$ cat src/rtl/parking_gate_ctrl.sv
// parking_gate_ctrl: entry password check, lot occupancy tracking, gate LEDs
// and two active-low 7-segment status digits ({g,f,e,d,c,b,a}).
// Optional feature macro: LOCKOUT_EN adds a wrong-try counter and a timed
// LOCKED state; without it WRONG_PASS retries indefinitely and locked is 0.
module parking_gate_ctrl #(
    parameter int unsigned     PW_W      = 2,
    parameter logic [PW_W-1:0] PASS_1    = PW_W'(2'b01),
    parameter logic [PW_W-1:0] PASS_2    = PW_W'(2'b10),
    parameter int unsigned     CAPACITY  = 8,
    parameter int unsigned     CNT_W     = 4,
    parameter int unsigned     WAIT_CYC  = 4,
    parameter int unsigned     MAX_TRIES = 3,
    parameter int unsigned     LOCK_CYC  = 16
) (
    input  logic             clk,
    input  logic             reset_n,
    input  logic             sensor_entrance,
    input  logic             sensor_exit,
    input  logic             sensor_depart,
    input  logic [PW_W-1:0]  password_1,
    input  logic [PW_W-1:0]  password_2,
    output logic             GREEN_LED,
    output logic             RED_LED,
    output logic [6:0]       HEX_1,
    output logic [6:0]       HEX_2,
    output logic [CNT_W-1:0] occupancy,
    output logic             full,
    output logic             locked
);

    // Shared cycle counter must cover both the password wait and the lockout
    localparam int unsigned CYC_MAX = (WAIT_CYC > LOCK_CYC) ? WAIT_CYC : LOCK_CYC;
    localparam int unsigned CYC_W   = $clog2(CYC_MAX + 1);

    // Seven-segment glyphs, active-low {g,f,e,d,c,b,a}
    localparam logic [6:0] HEX_BLANK = 7'h7F;
    localparam logic [6:0] HEX_E     = 7'b0000110;
    localparam logic [6:0] HEX_N     = 7'b0101011;
    localparam logic [6:0] HEX_G     = 7'b1000010;
    localparam logic [6:0] HEX_O     = 7'b1000000;
    localparam logic [6:0] HEX_S     = 7'b0010010;
    localparam logic [6:0] HEX_P     = 7'b0001100;
    localparam logic [6:0] HEX_F     = 7'b0001110;
    localparam logic [6:0] HEX_U     = 7'b1000001;
    localparam logic [6:0] HEX_L     = 7'b1000111;
    localparam logic [6:0] HEX_LO    = 7'b0100011;

    // Reject configurations the occupancy and timing logic cannot represent
    if (CAPACITY < 1 || WAIT_CYC < 1 || LOCK_CYC < 1 || MAX_TRIES < 1 ||
        (2 ** CNT_W) <= CAPACITY) begin : g_cfg_err
        $error("parking_gate_ctrl: invalid parameter set");
    end

    typedef enum logic [2:0] {
        S_IDLE          = 3'd0,
        S_WAIT_PASSWORD = 3'd1,
        S_WRONG_PASS    = 3'd2,
        S_RIGHT_PASS    = 3'd3,
        S_STOP          = 3'd4,
        S_FULL          = 3'd5,
        S_LOCKED        = 3'd6
    } state_e;

    state_e             state_q, state_d;
    logic [CYC_W-1:0]   cnt_q, cnt_d;
    logic               blink_q, blink_d;
    logic [CNT_W-1:0]   occ_q, occ_d;
    logic               depart_q;

    logic               pass_ok_c;
    logic               full_c;
    logic               wait_last_c;
    logic               occ_inc_c;
    logic               occ_dec_c;

`ifdef LOCKOUT_EN
    localparam int unsigned TRY_W = $clog2(MAX_TRIES + 1);

    logic [TRY_W-1:0]   tries_q, tries_d;
    logic               lock_last_c;
    logic               last_try_c;

    assign lock_last_c = (cnt_q == CYC_W'(LOCK_CYC - 1));
    assign last_try_c  = (tries_q == TRY_W'(MAX_TRIES - 1));
`endif

    assign pass_ok_c   = (password_1 == PASS_1) && (password_2 == PASS_2);
    assign full_c      = (occ_q == CNT_W'(CAPACITY));
    assign wait_last_c = (cnt_q == CYC_W'(WAIT_CYC - 1));
    assign occ_inc_c   = (state_q == S_RIGHT_PASS) && sensor_exit;
    assign occ_dec_c   = sensor_depart && !depart_q;

    assign occupancy = occ_q;
    assign full      = full_c;

    // State, counters, blink and occupancy registers
    always_ff @(posedge clk or negedge reset_n) begin
        if (!reset_n) begin
            state_q  <= S_IDLE;
            cnt_q    <= '0;
            blink_q  <= 1'b0;
            occ_q    <= '0;
            depart_q <= 1'b0;
        end else begin
            state_q  <= state_d;
            cnt_q    <= cnt_d;
            blink_q  <= blink_d;
            occ_q    <= occ_d;
            depart_q <= sensor_depart;
        end
    end

`ifdef LOCKOUT_EN
    // Wrong-attempt counter register
    always_ff @(posedge clk or negedge reset_n) begin
        if (!reset_n) begin
            tries_q <= '0;
        end else begin
            tries_q <= tries_d;
        end
    end
`endif

    // Next-state logic
    always_comb begin
        state_d = state_q;
        case (state_q)
            S_IDLE: begin
                if (sensor_entrance) begin
                    state_d = full_c ? S_FULL : S_WAIT_PASSWORD;
                end
            end
            S_FULL: begin
                if (!sensor_entrance || !full_c) begin
                    state_d = S_IDLE;
                end
            end
            S_WAIT_PASSWORD: begin
                if (wait_last_c) begin
                    if (pass_ok_c) begin
                        state_d = S_RIGHT_PASS;
                    end else begin
`ifdef LOCKOUT_EN
                        state_d = last_try_c ? S_LOCKED : S_WRONG_PASS;
`else
                        state_d = S_WRONG_PASS;
`endif
                    end
                end
            end
            S_WRONG_PASS: begin
                if (wait_last_c) begin
                    state_d = S_WAIT_PASSWORD;
                end
            end
            S_RIGHT_PASS: begin
                if (sensor_exit) begin
                    state_d = sensor_entrance ? S_STOP : S_IDLE;
                end
            end
            S_STOP: begin
                if (pass_ok_c) begin
                    state_d = S_RIGHT_PASS;
                end
            end
`ifdef LOCKOUT_EN
            S_LOCKED: begin
                if (lock_last_c) begin
                    state_d = S_IDLE;
                end
            end
`endif
            default: begin
                state_d = S_IDLE;
            end
        endcase
    end

    // Dwell counter: runs in timed states, clears on every state change
    always_comb begin
        cnt_d = '0;
        if (state_d == state_q &&
            (state_q == S_WAIT_PASSWORD || state_q == S_WRONG_PASS ||
             state_q == S_LOCKED)) begin
            cnt_d = cnt_q + CYC_W'(1);
        end
    end

    // Blink flop toggles only while showing an error that needs attention
    always_comb begin
        blink_d = 1'b0;
        if (state_q == S_WRONG_PASS || state_q == S_STOP) begin
            blink_d = !blink_q;
        end
    end

    // Saturating occupancy; simultaneous admit and departure cancel out
    always_comb begin
        occ_d = occ_q;
        case ({occ_inc_c, occ_dec_c})
            2'b10: begin
                if (occ_q != CNT_W'(CAPACITY)) begin
                    occ_d = occ_q + CNT_W'(1);
                end
            end
            2'b01: begin
                if (occ_q != '0) begin
                    occ_d = occ_q - CNT_W'(1);
                end
            end
            default: begin
                occ_d = occ_q;
            end
        endcase
    end

`ifdef LOCKOUT_EN
    // Try counter: bump per wrong verdict, clear on admission or lockout end
    always_comb begin
        tries_d = tries_q;
        if (state_q == S_WAIT_PASSWORD && state_d == S_WRONG_PASS) begin
            tries_d = tries_q + TRY_W'(1);
        end
        if (state_d == S_RIGHT_PASS && state_q != S_RIGHT_PASS) begin
            tries_d = '0;
        end
        if (state_q == S_LOCKED && state_d != S_LOCKED) begin
            tries_d = '0;
        end
    end

    assign locked = (state_q == S_LOCKED);
`else
    assign locked = 1'b0;
`endif

    // Moore output decode of the state register and blink flop
    always_comb begin
        GREEN_LED = 1'b0;
        RED_LED   = 1'b0;
        HEX_1     = HEX_BLANK;
        HEX_2     = HEX_BLANK;
        case (state_q)
            S_WAIT_PASSWORD: begin
                RED_LED = 1'b1;
                HEX_1   = HEX_E;
                HEX_2   = HEX_N;
            end
            S_WRONG_PASS: begin
                RED_LED = blink_q;
                HEX_1   = HEX_E;
                HEX_2   = HEX_E;
            end
            S_RIGHT_PASS: begin
                GREEN_LED = 1'b1;
                HEX_1     = HEX_G;
                HEX_2     = HEX_O;
            end
            S_STOP: begin
                RED_LED = blink_q;
                HEX_1   = HEX_S;
                HEX_2   = HEX_P;
            end
            S_FULL: begin
                RED_LED = 1'b1;
                HEX_1   = HEX_F;
                HEX_2   = HEX_U;
            end
            S_LOCKED: begin
                RED_LED = 1'b1;
                HEX_1   = HEX_L;
                HEX_2   = HEX_LO;
            end
            default: begin
                GREEN_LED = 1'b0;
            end
        endcase
    end

endmodule

$ cat config.mk
export PLATFORM = sky130hd
export DESIGN_NAME = parking_gate_ctrl
export DESIGN_NICKNAME = d
export VERILOG_FILES = /design/src/rtl/parking_gate_ctrl.sv
export SDC_FILE = /design/constraint.sdc
export NUM_CORES = 1
export LEC_CHECK = 0
export BUFFER_PORTS_ARGS = -buffer_cell sky130_fd_sc_hd__buf_4
export CORE_MARGIN = 3
export CORE_UTILIZATION = 40
export CTS_BUF_LIST = sky130_fd_sc_hd__clkbuf_8 sky130_fd_sc_hd__clkbuf_16
export CTS_CLUSTER_DIAMETER = 50
export DETAILED_ROUTE_END_ITERATION = 6
export PLACE_DENSITY = 0.76
export SETUP_SLACK_MARGIN = 0.5
export SLEW_MARGIN = 10
export SYNTH_ARGS = -nofsm -noshare
export SYNTH_HDL_FRONTEND = slang
export SYNTH_SLANG_ARGS = --single-unit
$ cat constraint.sdc
create_clock -name clk -period 1.8 [get_ports clk]
set_input_delay 0 -clock clk [delete_from_list [all_inputs] [get_ports clk]]
set_output_delay 0 -clock clk [all_outputs]
set_load 0.02 [all_outputs]
# ---- Word level (Yosys, flattened, before mapping)
# Cells that the tools add are included.
dict set report totals {
  ff_bits 14
  inputBits 9
  out_inout_bits 22
  wordCells 62
}
dict set report classes {
  eq_ne 16
  n_reduce_logical 19
  n_mux 19
  add_sub_neg 3
}
# operator count
set op_table {}
lappend op_table {{7-bit case mux with 6 select lines} 1}
lappend op_table {{7-bit case mux with 5 select lines} 1}
lappend op_table {{3-bit two-way mux} 8}
lappend op_table {{3-bit case mux with 6 select lines} 1}
lappend op_table {{3-bit == test, second input constant} 3}
lappend op_table {{4-bit two-way mux} 2}
lappend op_table {{4-bit case mux with 2 select lines} 1}
lappend op_table {{3-bit by 2-bit == test with 1-bit output, second input constant} 2}
lappend op_table {{5-bit by 1-bit adder with 5-bit output, second input constant} 1}
lappend op_table {{5-bit by 2-bit == test with 1-bit output, second input constant} 1}
lappend op_table {{5-bit two-way mux} 1}
lappend op_table {{4-bit by 1-bit adder with 4-bit output, second input constant} 1}
lappend op_table {{2-bit by 1-bit == test with 1-bit output, second input constant} 2}
lappend op_table {{2-bit == test, second input constant} 2}
lappend op_table {{4-bit == test, second input constant} 1}
lappend op_table {{1-bit logical AND} 4}
lappend op_table {{1-bit zero test} 4}
lappend op_table {{1-bit logical OR} 4}
lappend op_table {{2-bit != test, second input constant} 2}
lappend op_table {{4-bit != test, second input constant} 1}
lappend op_table {{4-bit nonzero test} 1}
lappend op_table {{2-bit OR reduction} 2}
lappend op_table {{4-bit by 1-bit subtractor with 4-bit output, second input constant} 1}
lappend op_table {{3-bit by 1-bit == test with 1-bit output, second input constant} 1}
lappend op_table {{7 further kinds} 9}

# ---- Logic depth before layout (Yosys ltp)
# Gate-level depths: netlist of the first run.
dict set report logic_depth {
  depth_word 8
  mapped_depth 9
  ltp_nobuf 8
}

# ---- Least setup slack after synthesis of the first run
# No wires, ideal clock.
dict set report synth_timing {
  path_kind {register to register}
  startpoint {register state_q[1]}
  endpoint {register occ_q[3] (netlist: occupancy[3])}
  n_path_buf 1
  setup_time_ns 0.130
  required_ns 1.670
  slack_ns -0.095
  arrival_time_ns 1.766
  stages_incl_launch_ff 10
  period_less_slack_ns 1.895
  cell_sequence {dfrtp_1 -> buf_2 -> nand4b_1 -> nand2_1 -> inv_2 -> ha_1 -> nand3_1 -> a211oi_1 -> a221oi_1 -> o21bai_1}
}
dict set report synth_via {
  elab_chain_cells 5
  elab_cells_between_ends 9
  classes_between {5 x eq/ne; 1 x mux; 3 x reduce/logical}
}
# item line
set synth_rtl {}
lappend synth_rtl {{from (decl)} 64} ;# state_e state_q, state_d;
lappend synth_rtl {{from (signal assigned)} 105} ;# state_q <= state_d;
lappend synth_rtl {{3-bit by 2-bit == test with 1-bit output *} 90} ;# assign occ_inc_c = (state_q == S_RIGHT_PASS) && sensor_exit;
lappend synth_rtl {{1-bit logical AND *} 90}
lappend synth_rtl {{2-bit by 1-bit == test with 1-bit output or 2-bit == test (tied branches)} 200} ;# case ({occ_inc_c, occ_dec_c})
lappend synth_rtl {{2-bit != test (no line) or 2-bit nonzero test (tied branches)} n/a}
lappend synth_rtl {{3-bit AND reduction (no line)} n/a}
lappend synth_rtl {{to (signal assigned)} 102} ;# occ_q <= '0;
lappend synth_rtl {{to (signal assigned)} 108} ;# occ_q <= occ_d;
lappend synth_rtl {{to (decl)} 67} ;# logic [CNT_W-1:0] occ_q, occ_d;
# Mark *: on every way between the ends. The rest lies on a longest branch, timed or not.
# A chain may end at the register's enable or synchronous reset.

# ---- Final worst setup path of the first run
dict set report layout_timing {
  startpoint {register state_q[2]}
  endpoint {register occ_q[3] (netlist: occupancy[3])}
}
# The elaborated chain is that of the path after synthesis.

==> results.txt, run 1 <==
----------------------------------------------------
[STA]
  Number of hold violations in the final report ... 0
  Minimum clock period ... 1.800 ns
  Maximum clock frequency ... 0.5555 GHz
  RSZ-0062 raised after global routing ... true
  Final total negative setup slack ... -0.0002403 ns
  Number of setup violations in the final report ... 1
  Share of the clock period used by the worst path ... 1.000
  Clk_skew ... 0.001489 ns
  Final Max Slew Viols ... 0
  Slack of the critical path ... -0.0002403 ns

[GRT]
  Remaining global-route overflow ... 0
  Pin count of the biggest net entering global routing ... 19
  Number of antenna violations at the first check in global routing ... 0
  GRT Overall Usage ... 0.1827
  Vias in the first global route ... 1,008
  Wire length of the first global-routing pass ... 4595 um

[Yosys]
  Area fraction in compound gates after synthesis ... 0.1298
  Mean cell area of the mapped netlist ... 9.195 um2
  Xor/xnor share of the synthesized area ... 0.07865
  Number of unique standard cell types used by synthesis ... 44
  Fraction of the yosys area taken by sequential cells ... 0.3496
  Register bit total from synthesis ... 14
  Arithmetic-cell share of the synthesized area counting full adders, half adders and majority gates ... 0.06742
  Number of warnings printed during yosys synthesis ... 0
  Area of the mapped netlist ... 1002 um2
  Async SR Flop Fraction ... 1.000
  Basic-gate share of the synthesized area counting and, or, nand and nor cells ... 0.2659
  Number of nets in the synthesized netlist ... 122
  Combinational family with the most area after synthesis ... simple AND/OR/NAND/NOR gates
  Post-synthesis mux area share ... 0.03496
  Synthesized instance count ... 109
  Dominant synthesized flop cell ... sky130_fd_sc_hd__dfrtp_1
  Number of flops mapped to enable cells by yosys ... 0

[Placed design]
  Port Buffers ... 28
  Post-Place Cells ... 165
  Weighted congestion at the end of routability-driven global placement ... 0.7365
  HPWL after detailed placement ... 1783 um

[Detailed routing]
  Initial DRC count ... 29
  Post-route DRC ... 0
  Detailed-route vias per instance ... 5.397
  Iteration count of the initial detailed-routing pass ... 4
  ANT nets after route ... 0
  Detailed Route WL ... 3127 um
  Total number of vias ... 993
  Routed wire per std cell ... 16.99 um

[Setup path]
  Category of the critical setup timing path ... reg2reg
  Data arrival time of the critical path ... 1.98 ns
  Worst setup slack for register-to-register paths ... -0.0002 ns
  Nature of the critical path startpoint ... flip-flop
  Crit Path Max Fanout ... 5
  Worst setup EP type ... flip-flop
  Required time at the endpoint of the critical path ... 1.98 ns

[Die]
  Die area ... 3142 um2
  Number of primary I/O pins ... 31
  Initial Util ... 0.4363
  Die X-Extent ... 56.06 um
  Core footprint ... 2297 um2
  Num rows ... 17
  Die height ... 56.06 um

[Power]
  VDD IR-drop max ... 0.001391 V
  Psw ... 0.001621 W
  Fraction of power consumed by sequential logic ... 0.160
  Comb pwr share ... 0.750
  Cell-internal power ... 0.001891 W
  Static leakage ... 0.7850 nW
  Switching share of total power ... 0.4615
  Relative contribution of the clock network to total power ... 0.090
  Power density relative to cell area ... 1911 nW/um2

[Clocking]
  Clock root cell ... sky130_fd_sc_hd__clkbuf_8
  H-Tree Depth ... 1
  TritonCTS clock tree ... done
  Insertion delay to the later sink of the worst-skew pair ... 0.25 ns
  Maximum number of buffers from clock root to sink ... 2
  CTS clock-pin slew for the worst setup and hold paths ... 0.06 ns
  TritonCTS Sinks ... 14
  TritonCTS Buffers ... 3

[Final layout]
  Register area ... 352.8 um2
  Final instance count without filler cells ... 184
  Total inserted antenna cells ... 0
  Final Util ... 0.8001
  Fraction of layout cells with a size suffix above 1 ... 0.6538
  Area growth from synthesis to layout ... 83.40%
  Area occupied by multi-input gates ... 875.8 um2
  NumNets Final ... 170
  Fill cell count ... 135

[Hold path]
  Class of the worst hold path ... in2reg

[Run]
  Maximum Capacitance Violations ... 0

[Outcome]
  Result of the run ... finished, violations left
  Violations in the final reports ... setup timing

----------------------------------------------------
-- critical path: stages (launching register included) --
cell and delay [ns]:
sky130_fd_sc_hd__dfrtp_1 0.38, sky130_fd_sc_hd__nand4b_1 0.21, sky130_fd_sc_hd__nand2_2 0.13, sky130_fd_sc_hd__inv_4 0.07
sky130_fd_sc_hd__ha_4 0.30, sky130_fd_sc_hd__nand3_4 0.09, sky130_fd_sc_hd__and2_4 0.18, sky130_fd_sc_hd__a221oi_2 0.23
sky130_fd_sc_hd__o21bai_1 0.14
-- flip-flops by register name (all words and copies together) (netlist names) --
signal	flops
depart_q	1
state_q	3
blink_q	1
cnt_q	5
occupancy	4
-- layout by cell type (no fill, tap or decap), types with 2 or more instances in the layout --
cell,count
sky130_fd_sc_hd__buf_4,28
sky130_fd_sc_hd__buf_6,17
sky130_fd_sc_hd__dfrtp_1,12
sky130_fd_sc_hd__nand2_4,5
sky130_fd_sc_hd__inv_1,4
sky130_fd_sc_hd__nor2_4,4
sky130_fd_sc_hd__xnor2_1,4
sky130_fd_sc_hd__clkbuf_8,4
sky130_fd_sc_hd__xor2_1,3
sky130_fd_sc_hd__nor2_1,3
sky130_fd_sc_hd__nand3_1,3
sky130_fd_sc_hd__nor2_2,3
sky130_fd_sc_hd__ha_4,3
sky130_fd_sc_hd__buf_8,3
sky130_fd_sc_hd__nand2_1,2
sky130_fd_sc_hd__nand2_8,2
sky130_fd_sc_hd__nand3_4,2
sky130_fd_sc_hd__o21ai_4,2
sky130_fd_sc_hd__nor4b_4,2
sky130_fd_sc_hd__nand2b_4,2
sky130_fd_sc_hd__a31oi_1,2
sky130_fd_sc_hd__a21oi_1,2
sky130_fd_sc_hd__mux2i_1,2
sky130_fd_sc_hd__or3_4,2
sky130_fd_sc_hd__a21oi_2,2
sky130_fd_sc_hd__nand2_2,2
sky130_fd_sc_hd__conb_1,2
sky130_fd_sc_hd__dlygate4sd3_1,2
sky130_fd_sc_hd__dfrtp_2,2
-- power groups by stage --
stage	clock network (W)	registers [W]	logic [W]
2_1_floorplan	0	0.000615	0.00107
3_3_place_gp	0	0.000534	0.00170
3_5_place_dp	0	0.000541	0.00176
4_1_cts	0.000313	0.000546	0.00226
5_1_grt	0.000340	0.000581	0.00277
6_report	0.000316	0.000562	0.00263
-- cell usage after synthesis (3+ instances only) --
library cell	n	share of area
sky130_fd_sc_hd__a21oi_1	4	0.020
sky130_fd_sc_hd__buf_4	3	0.022
sky130_fd_sc_hd__dfrtp_1	14	0.35
sky130_fd_sc_hd__ha_1	3	0.037
sky130_fd_sc_hd__inv_1	5	0.019
sky130_fd_sc_hd__nand2_1	11	0.041
sky130_fd_sc_hd__nand3_1	5	0.025
sky130_fd_sc_hd__nor2_1	10	0.037
sky130_fd_sc_hd__o21ai_0	3	0.015
sky130_fd_sc_hd__xnor2_1	5	0.044
sky130_fd_sc_hd__xor2_1	4	0.035
-- through the flow --
stage / total power (W) / worst slack (ns) / hold WS, ns / cell area (um2)
global route: 0.003696 / -0.05558 / 0.08508 / 1838
CTS: 0.003125 / 0.02535 / 0.07822 / 1642
global placement: 0.002237 / 0.04988 / -0.1429 / 1313
floorplan: 0.001685 / -0.06080 / -0.2956 / 1052
detailed placement: 0.002298 / -0.03512 / -0.1411 / 1313
finish: 0.003512 / -0.0002403 / 0.09436 / 1838
-- final timing paths --
| kind | from | to | cells past startpoint |
|---|---|---|---|
| max reg2reg | state_q[2] | occupancy[3] | 8 |
| max in group asynchronous | reset_n | occupancy[0] | 2 |
| min in group asynchronous | reset_n | state_q[1] | 2 |
| min | sensor_entrance | state_q[2] | 3 |
| min reg2reg | blink_q | blink_q | 1 |
| max | state_q[2] | occupancy[3] | 8 |
-- repair_timing --
| item | 4_1_cts | 5_1_grt |
|---|---|---|
| hold buffers | 2 | 0 |
| buffers inserted | 9 | 4 |
| hold endpoints to repair | 15 | 0 |
| pin swaps | 14 | 6 |
| gates resized for setup | 52 | 33 |
| endpoints found under the setup margin | 24 | 28 |
-- routing by layer --
layer	track usage	routed length, um
met5	0	0
met4	0.07797	38
met3	0.03712	162
met2	0.3255	1761
met1	0.2088	1165
-- final cells by class --
type | instances | area share
Multi-Input combinational cell | 81 | 0.4765
Timing Repair Buffer | 51 | 0.2648
Sequential cell | 14 | 0.1920
Clock buffer | 4 | 0.02995
Tap cell | 28 | 0.01906
Inverter | 6 | 0.01770
-- logic make-up (layout without fill, tap and decap cells) --
group / Yosys count / count (layout)
adders and majority gates: 5 / 5
DFF: 14 / 14
and+or+nand+nor: 43 / 43
xor gates and xnor gates: 9 / 9
buffers and inverters: 14 / 61
AOI/OAI and AO/OA: 19 / 19
muxes: 3 / 3
other: 2 / 2
(Power assumes the default switching activity.)
==> run 2: changes to the inputs <==
--- a/config.mk
+++ b/config.mk
@@ -6,11 +6,12 @@
 export NUM_CORES = 1
 export LEC_CHECK = 0
 export BUFFER_PORTS_ARGS = -buffer_cell sky130_fd_sc_hd__buf_4
-export CORE_MARGIN = 3
 export CORE_UTILIZATION = 40
 export CTS_BUF_LIST = sky130_fd_sc_hd__clkbuf_8 sky130_fd_sc_hd__clkbuf_16
 export CTS_CLUSTER_DIAMETER = 50
 export DETAILED_ROUTE_END_ITERATION = 6
+export GPL_TIMING_DRIVEN = 1
+export HOLD_SLACK_MARGIN = 0.15
 export PLACE_DENSITY = 0.76
 export SETUP_SLACK_MARGIN = 0.5
 export SLEW_MARGIN = 10
==> run 2 against run 1 <==
  * The flow still finishes with violations (setup timing)
  * Hold slack improved by 0.039 ns
  * Clock skew increased by 0.0053 ns
  * Combinational power rose by 13%
  * Global-route usage rose by 7.0 points
  * Total power rose by 9.0%
  * Final cell count grew 9.2%
  * Die area fell by 14%
  * Utilization increased by 10 points
  * Critical endpoint unchanged
  * Count of clock-buffer cells in the layout is the same
  * Fmax is 6.1% lower
  * Sequential cell count did not move
==> results.txt, run 2 (synthesis gave the netlist of run 1 again) <==
----------------------------------------------------
[STA]
  RSZ-0062 raised after global routing ... true
  Maximum clock frequency ... 0.5216 GHz
  Number of setup violations in the final report ... 2
  Number of hold violations in the final report ... 0
  Minimum clock period ... 1.917 ns
  Final Max Slew Viols ... 0
  Share of the clock period used by the worst path ... 1.065
  Slack of the critical path ... -0.1172 ns
  Clk_skew ... 0.006823 ns

[Placed design]
  Weighted congestion at the end of routability-driven global placement ... 0.7628
  Port Buffers ... 28
  HPWL after detailed placement ... 1677 um
  Cell area reported after detailed placement ... 1313 um2

[Detailed routing]
  Total number of vias ... 1,096
  Post-route DRC ... 0
  Initial DRC count ... 8
  Routed wire per std cell ... 19.86 um
  Detailed Route WL ... 3992 um
  ANT nets after route ... 0
  Detailed-route vias per instance ... 5.453
  Iteration count of the initial detailed-routing pass ... 4

[GRT]
  Wire length of the first global-routing pass ... 4933 um
  Number of antenna violations at the first check in global routing ... 0
  Layer with the highest usage ... met2
  GRT Overall Usage ... 0.2531
  Global-route track usage on met3 ... 0.04094
  Met1 layer usage reported by global route ... 0.2780
  Met2 Use GR ... 0.4658
  Remaining global-route overflow ... 0
  Pin count of the biggest net entering global routing ... 19
  Vias in the first global route ... 1,095

[Final layout]
  Design area ... 2049 um2
  Most used cells in the layout excluding fill and tap cells ... sky130_fd_sc_hd__buf_4 (34), sky130_fd_sc_hd__buf_6 (25), sky130_fd_sc_hd__dfrtp_1 (12), sky130_fd_sc_hd__nor2_4 (5), sky130_fd_sc_hd__nand2_2 (5)
  Total inserted antenna cells ... 0
  Final Util ... 0.9005
  NumNets Final ... 187
  Number of flip-flops under the largest register name ... 5
  Commonest non-fill, non-tap cell in the layout ... sky130_fd_sc_hd__buf_4
  Register with the highest flop count ... cnt_q
  Area growth from synthesis to layout ... 104.5%
  Fraction of layout cells with a size suffix above 1 ... 0.7110

[Setup path]
  Category of the critical setup timing path ... reg2reg
  Worst-path cell chain ... nand4b_1 > nand2_2 > inv_4 > ha_4 > a21oi_4 > a211oi_4 > a221oi_2 > o21bai_1
  Worst setup EP type ... flip-flop
  Buffers & Inverters on Critical Path ... 1
  Required time at the endpoint of the critical path ... 1.94 ns
  CP max stage cell ... sky130_fd_sc_hd__dfrtp_1
  Crit Path Max Fanout ... 4
  Data arrival time of the critical path ... 2.06 ns
  Nature of the critical path startpoint ... flip-flop
  Delay contributed by the slowest stage of the critical path ... 0.39 ns
  Kind of cell adding the most delay to the critical path ... compound AO/OA/AOI/OAI gates

[Die]
  Initial Util ... 0.4404
  Die area ... 2710 um2
  Num rows ... 17
  Number of primary I/O pins ... 31
  Die X-Extent ... 52.06 um
  Core footprint ... 2276 um2
  Die height ... 52.06 um

[Clocking]
  Maximum number of buffers from clock root to sink ... 2
  Insertion delay to the later sink of the worst-skew pair ... 0.26 ns
  TritonCTS clock tree ... done
  Clock root cell ... sky130_fd_sc_hd__clkbuf_8
  TritonCTS Sinks ... 14
  H-Tree Depth ... 1
  TritonCTS Buffers ... 3
  CTS clock-pin slew for the worst setup and hold paths ... 0.07 ns

[Run]
  Maximum Capacitance Violations ... 0

[Power]
  Power density relative to cell area ... 1868 nW/um2
  Static leakage ... 0.9156 nW
  VDD IR-drop max ... 0.001652 V

[Outcome]
  Result of the run ... finished, violations left
  Violations in the final reports ... setup timing

[Hold path]
  Class of the worst hold path ... in2async

----------------------------------------------------
run 2: changes by cell type in the layout (fill, tap and decap cells not counted), sizes merged:
cell | previous run | this run
dlygate4sd3 | 2 | 4
buf | 49 | 63
bufbuf | 0 | 1
run 2: worst register-to-register path, delay by kind of cell (launching register included):
| family | cells | cell delay [ns] |
|---|---|---|
| and+or+nand+nor | 2 | 0.41 |
| buffers and inverters | 1 | 0.07 |
| DFF | 1 | 0.39 |
| adders and majority gates | 1 | 0.30 |
| AOI/OAI and AO/OA | 4 | 0.63 |
run 2: cell type report:
| class | count | area (um2) |
|---|---|---|
| clock buffers | 4 | 55.05 |
| fillers | 89 | 226.5 |
| inverters | 6 | 32.53 |
| multi-input cells | 81 | 894.6 |
| flip-flops and latches | 14 | 352.8 |
| well taps | 28 | 35.03 |
| repair buffers | 68 | 679.4 |
run 2: worst paths after layout:
kind | start | to | slack [ns] | cells after the start
max | state_q[2] | occupancy[3] | -0.12 | 8
min | reset_n | state_q[1] | 0.13 | 2
max reg2reg | state_q[2] | occupancy[3] | -0.12 | 8
min reg2reg | blink_q | blink_q | 0.49 | 1
max in group asynchronous | reset_n | occupancy[0] | 1.47 | 2
min in group clk | password_1[1] | state_q[1] | 0.34 | 4
run 2: where the power goes:
part | internal [W] | switching [W] | total [W]
sequential | 0.000434 | 0.000111 | 0.000545
clock | 0.000194 | 0.000127 | 0.000321
combinational | 0.00148 | 0.00149 | 0.00296
run 2: through the flow:
stage | setup TNS [ns] | std cells | worst slack, ns | hold slack [ns] | total power [W]
6_report | -0.1432 | 201 | -0.1172 | 0.1330 | 0.003828
4_1_cts | 0 | 193 | 0.04433 | 0.2495 | 0.003159
5_1_grt | -0.1932 | 201 | -0.1455 | 0.1590 | 0.003982
3_5_place_dp | -0.05384 | 165 | -0.05384 | -0.1383 | 0.002273
3_3_place_gp | 0 | 165 | 0.04661 | -0.1447 | 0.002229
2_1_floorplan | -0.06080 | 109 | -0.06080 | -0.2956 | 0.001685
run 2: timing repair:
action,4_1_cts,5_1_grt
pin swaps,18,18
cloned,1,0
resized for setup,44,52
hold buffers,5,0
buffers inserted,18,9
endpoints found under the setup margin,23,42
hold endpoints to repair,17,0
run 2: routing by layer:
layer | wire (um) | vias up
met1 | 1494 | 545
met4 | 130 | 0
li1 | - | 500
met3 | 167 | 12
met2 | 2200 | 39
met5 | 0 | -
==> run 3: changes to the inputs <==
--- a/config.mk
+++ b/config.mk
@@ -5,10 +5,11 @@
 export SDC_FILE = /design/constraint.sdc
 export NUM_CORES = 1
 export LEC_CHECK = 0
+export ABC_AREA = 1
 export BUFFER_PORTS_ARGS = -buffer_cell sky130_fd_sc_hd__buf_4
 export CORE_UTILIZATION = 40
 export CTS_BUF_LIST = sky130_fd_sc_hd__clkbuf_8 sky130_fd_sc_hd__clkbuf_16
-export CTS_CLUSTER_DIAMETER = 50
+export CTS_CLUSTER_DIAMETER = 80
 export DETAILED_ROUTE_END_ITERATION = 6
 export GPL_TIMING_DRIVEN = 1
 export HOLD_SLACK_MARGIN = 0.15
==> run 3 against run 2 <==
  * The run now ends clean
  * Largest cell class unchanged
  * Total power increased by 12%
  * Non-clock buffer count decreased by 1
  * Clock skew decreased by 0.0048 ns
  * Sequential cell count unchanged
  * Die area increased by 1.4%
  * Setup slack improved by 0.14 ns
  * Largest power group unchanged
  * Critical path depth unchanged
  * Utilization decreased by 6.1 points
==> results.txt, run 3 <==
----------------------------------------------------
[Clocking]
  Insertion delay to the later sink of the worst-skew pair ... 0.25 ns
  TritonCTS Buffers ... 3
  CTS clock-pin slew for the worst setup and hold paths ... 0.06 ns
  H-Tree Depth ... 1
  Clock root cell ... sky130_fd_sc_hd__clkbuf_8
  TritonCTS clock tree ... done
  TritonCTS Sinks ... 14
  Maximum number of buffers from clock root to sink ... 2

[Yosys]
  Number of nets in the synthesized netlist ... 155
  Area share of the leading cell type in the synthesized netlist ... 0.3444
  Mean cell area of the mapped netlist ... 7.164 um2
  Number of flops mapped to enable cells by yosys ... 0
  Async SR Flop Fraction ... 1.000
  Most instantiated library cell after synthesis ... sky130_fd_sc_hd__nand2_1
  Dominant synthesized flop cell ... sky130_fd_sc_hd__dfrtp_1
  Fraction of the yosys area taken by sequential cells ... 0.3444
  Area of the mapped netlist ... 1017 um2
  Register bit total from synthesis ... 14
  Number of warnings printed during yosys synthesis ... 0
  Commonest cells in the netlist ... sky130_fd_sc_hd__nand2_1 (27), sky130_fd_sc_hd__nor2_1 (25), sky130_fd_sc_hd__inv_1 (21), sky130_fd_sc_hd__dfrtp_1 (14), sky130_fd_sc_hd__nand3_1 (11)
  Leading area contributor after synthesis ... sky130_fd_sc_hd__dfrtp_1
  Number of unique standard cell types used by synthesis ... 28
  Largest cells by area after synthesis ... sky130_fd_sc_hd__dfrtp_1 (34%), sky130_fd_sc_hd__nand2_1 (10%), sky130_fd_sc_hd__nor2_1 (9.2%)
  Synthesized instance count ... 142

[Detailed routing]
  Initial DRC count ... 30
  Detailed Route WL ... 3955 um
  Detailed-route vias per instance ... 5.231
  Iteration count of the initial detailed-routing pass ... 4
  Post-route DRC ... 0
  Routed wl met2 ... 2147 um
  Total number of vias ... 1,245
  DR WL met3 ... 275 um
  Highest metal layer with signal wires ... met4
  ANT nets after route ... 0
  Length of routed wiring on met1 ... 1319 um
  Routed wire per std cell ... 16.62 um

[Power]
  Static leakage ... 0.9548 nW
  Power density relative to cell area ... 2215 nW/um2
  Total power consumption of the routed design ... 0.004270 W
  VDD IR-drop max ... 0.001913 V

[Final layout]
  Total inserted antenna cells ... 0
  Most used cells in the layout excluding fill and tap cells ... sky130_fd_sc_hd__buf_4 (37), sky130_fd_sc_hd__buf_6 (24), sky130_fd_sc_hd__inv_1 (19), sky130_fd_sc_hd__nand2_1 (17), sky130_fd_sc_hd__nor2_1 (13)
  Commonest non-fill, non-tap cell in the layout ... sky130_fd_sc_hd__buf_4
  Fill cell count ... 116
  Number of flip-flops under the largest register name ... 5
  Area growth from synthesis to layout ... 89.54%
  Fraction of layout cells with a size suffix above 1 ... 0.5762
  NumNets Final ... 224
  Register with the highest flop count ... cnt_q

[Setup path]
  Data arrival time of the critical path ... 1.95 ns
  Crit Path Max Fanout ... 4
  Worst setup EP type ... flip-flop
  Required time at the endpoint of the critical path ... 1.97 ns
  Most frequent CP cell ... sky130_fd_sc_hd__buf_4
  Delay contributed by the slowest stage of the critical path ... 0.45 ns
  CP max stage cell ... sky130_fd_sc_hd__dfrtp_2
  Nature of the critical path startpoint ... flip-flop
  Category of the critical setup timing path ... reg2reg
  Worst-path cell chain ... nand4_1 > nand2_2 > buf_4 > buf_4 > fa_2 > xnor2_1 > nand2_1 > o21ai_1

[STA]
  Maximum clock frequency ... 0.5639 GHz
  Final Max Slew Viols ... 0
  Clk_skew ... 0.002030 ns
  Number of hold violations in the final report ... 0
  RSZ-0062 raised after global routing ... true
  Number of setup violations in the final report ... 0
  Final Hold Slack ... 0.1413 ns
  Minimum clock period ... 1.773 ns
  Share of the clock period used by the worst path ... 0.9851

[Run]
  Maximum Capacitance Violations ... 0

[Die]
  Num rows ... 17
  Number of primary I/O pins ... 31
  Die height ... 52.43 um
  Core footprint ... 2297 um2
  Die area ... 2749 um2
  Initial Util ... 0.4428
  Die X-Extent ... 52.43 um

[Hold path]
  Class of the worst hold path ... in2async

[Placed design]
  HPWL after detailed placement ... 1646 um
  Port Buffers ... 28
  Weighted congestion at the end of routability-driven global placement ... 0.8833

[GRT]
  Wire length of the first global-routing pass ... 4995 um
  Remaining global-route overflow ... 0
  GRT Overall Usage ... 0.2518
  Vias in the first global route ... 1,122
  Pin count of the biggest net entering global routing ... 15
  Number of antenna violations at the first check in global routing ... 0

[Outcome]
  Result of the run ... finished clean

----------------------------------------------------
[run 3: cell types whose count changed after synthesis, sizes merged, moves of 2 or more]
cell,change
inv,+20
nand2,+20
nor2,+19
nand3,+10
buf,-4
nand2b,-3
xnor2,-3
a31oi,-2
mux2i,-2
nor2b,-2
nor4b,-2
or3,-2
[run 3: per-stage QoR]
step           worst slack [ns]  instances  area [um2]  utilization  setup TNS (ns)
2_1_floorplan            0.1147        142        1071            -               0
3_3_place_gp             0.1454        197        1309       0.5697               0
3_5_place_dp            0.09334        197        1309       0.5697               0
4_1_cts                  0.1871        225        1674       0.7288               0
5_1_grt                -0.05287        238        1928       0.8393        -0.08599
6_report                0.02676        238        1928       0.8393               0
[run 3: per-layer routing]
| layer | up-vias | GRT usage |
|---|---|---|
| li1 | 567 | - |
| met1 | 575 | 0.2650 |
| met2 | 84 | 0.4747 |
| met3 | 19 | 0.03768 |
| met4 | 0 | 0.1272 |
| met5 | - | 0 |
[run 3: final timing paths]
path                               startpoint      endpoint  slack (ns)  depth (start not counted)
worst min register to register        blink_q       blink_q        0.45                          1
worst max-delay path               state_q[1]  occupancy[2]        0.03                          8
worst max register to register     state_q[1]  occupancy[2]        0.03                          8
min in group clk                password_2[0]    state_q[2]        0.27                          5
max in group asynchronous             reset_n    state_q[0]        1.47                          2
worst min-delay path                  reset_n  occupancy[3]        0.14                          2
[run 3: timing repair]
item	in CTS	in global routing
hold endpoints to repair	18	0
setup buffers	19	14
endpoints found under the setup margin	22	41
pin swaps	9	12
gates resized for setup	29	40
hold buffers	5	0
[run 3: cells by family after synthesis]
group	synth area share
flops	0.3444
simple gates	0.3678
fa+ha+maj	0.05659
other cells	0.007383
buf+inv	0.1255
xor+xnor	0.04306
compound gates	0.05536
[run 3: final cells by class]
class | instances | area [um2] | area share
Multi-Input combinational cell | 98 | 729.5 | 0.3783
Timing Repair Buffer | 67 | 628.1 | 0.3258
Sequential cell | 14 | 354.1 | 0.1836
Inverter | 27 | 126.4 | 0.06554
Clock buffer | 4 | 55.05 | 0.02855
Tap cell | 28 | 35.03 | 0.01817
[run 3: where the power goes]
part	switching [W]	leakage [nW]	internal [W]	total (W)
Clock	0.000118	0.0288	0.000194	0.000312
Combinational	0.00182	0.749	0.00157	0.00340
Sequential	0.000134	0.177	0.000424	0.000558
[run 3: critical path, delay by kind of cell, from the launching register on]
kind | cells | cell delay, ns
XOR/XNOR | 1 | 0.19
AND/OR/NAND/NOR | 3 | 0.34
adder cells (fa/ha/maj) | 1 | 0.35
flip-flops | 1 | 0.45
AO/OA/AOI/OAI | 1 | 0.08
buffers and inverters | 2 | 0.26
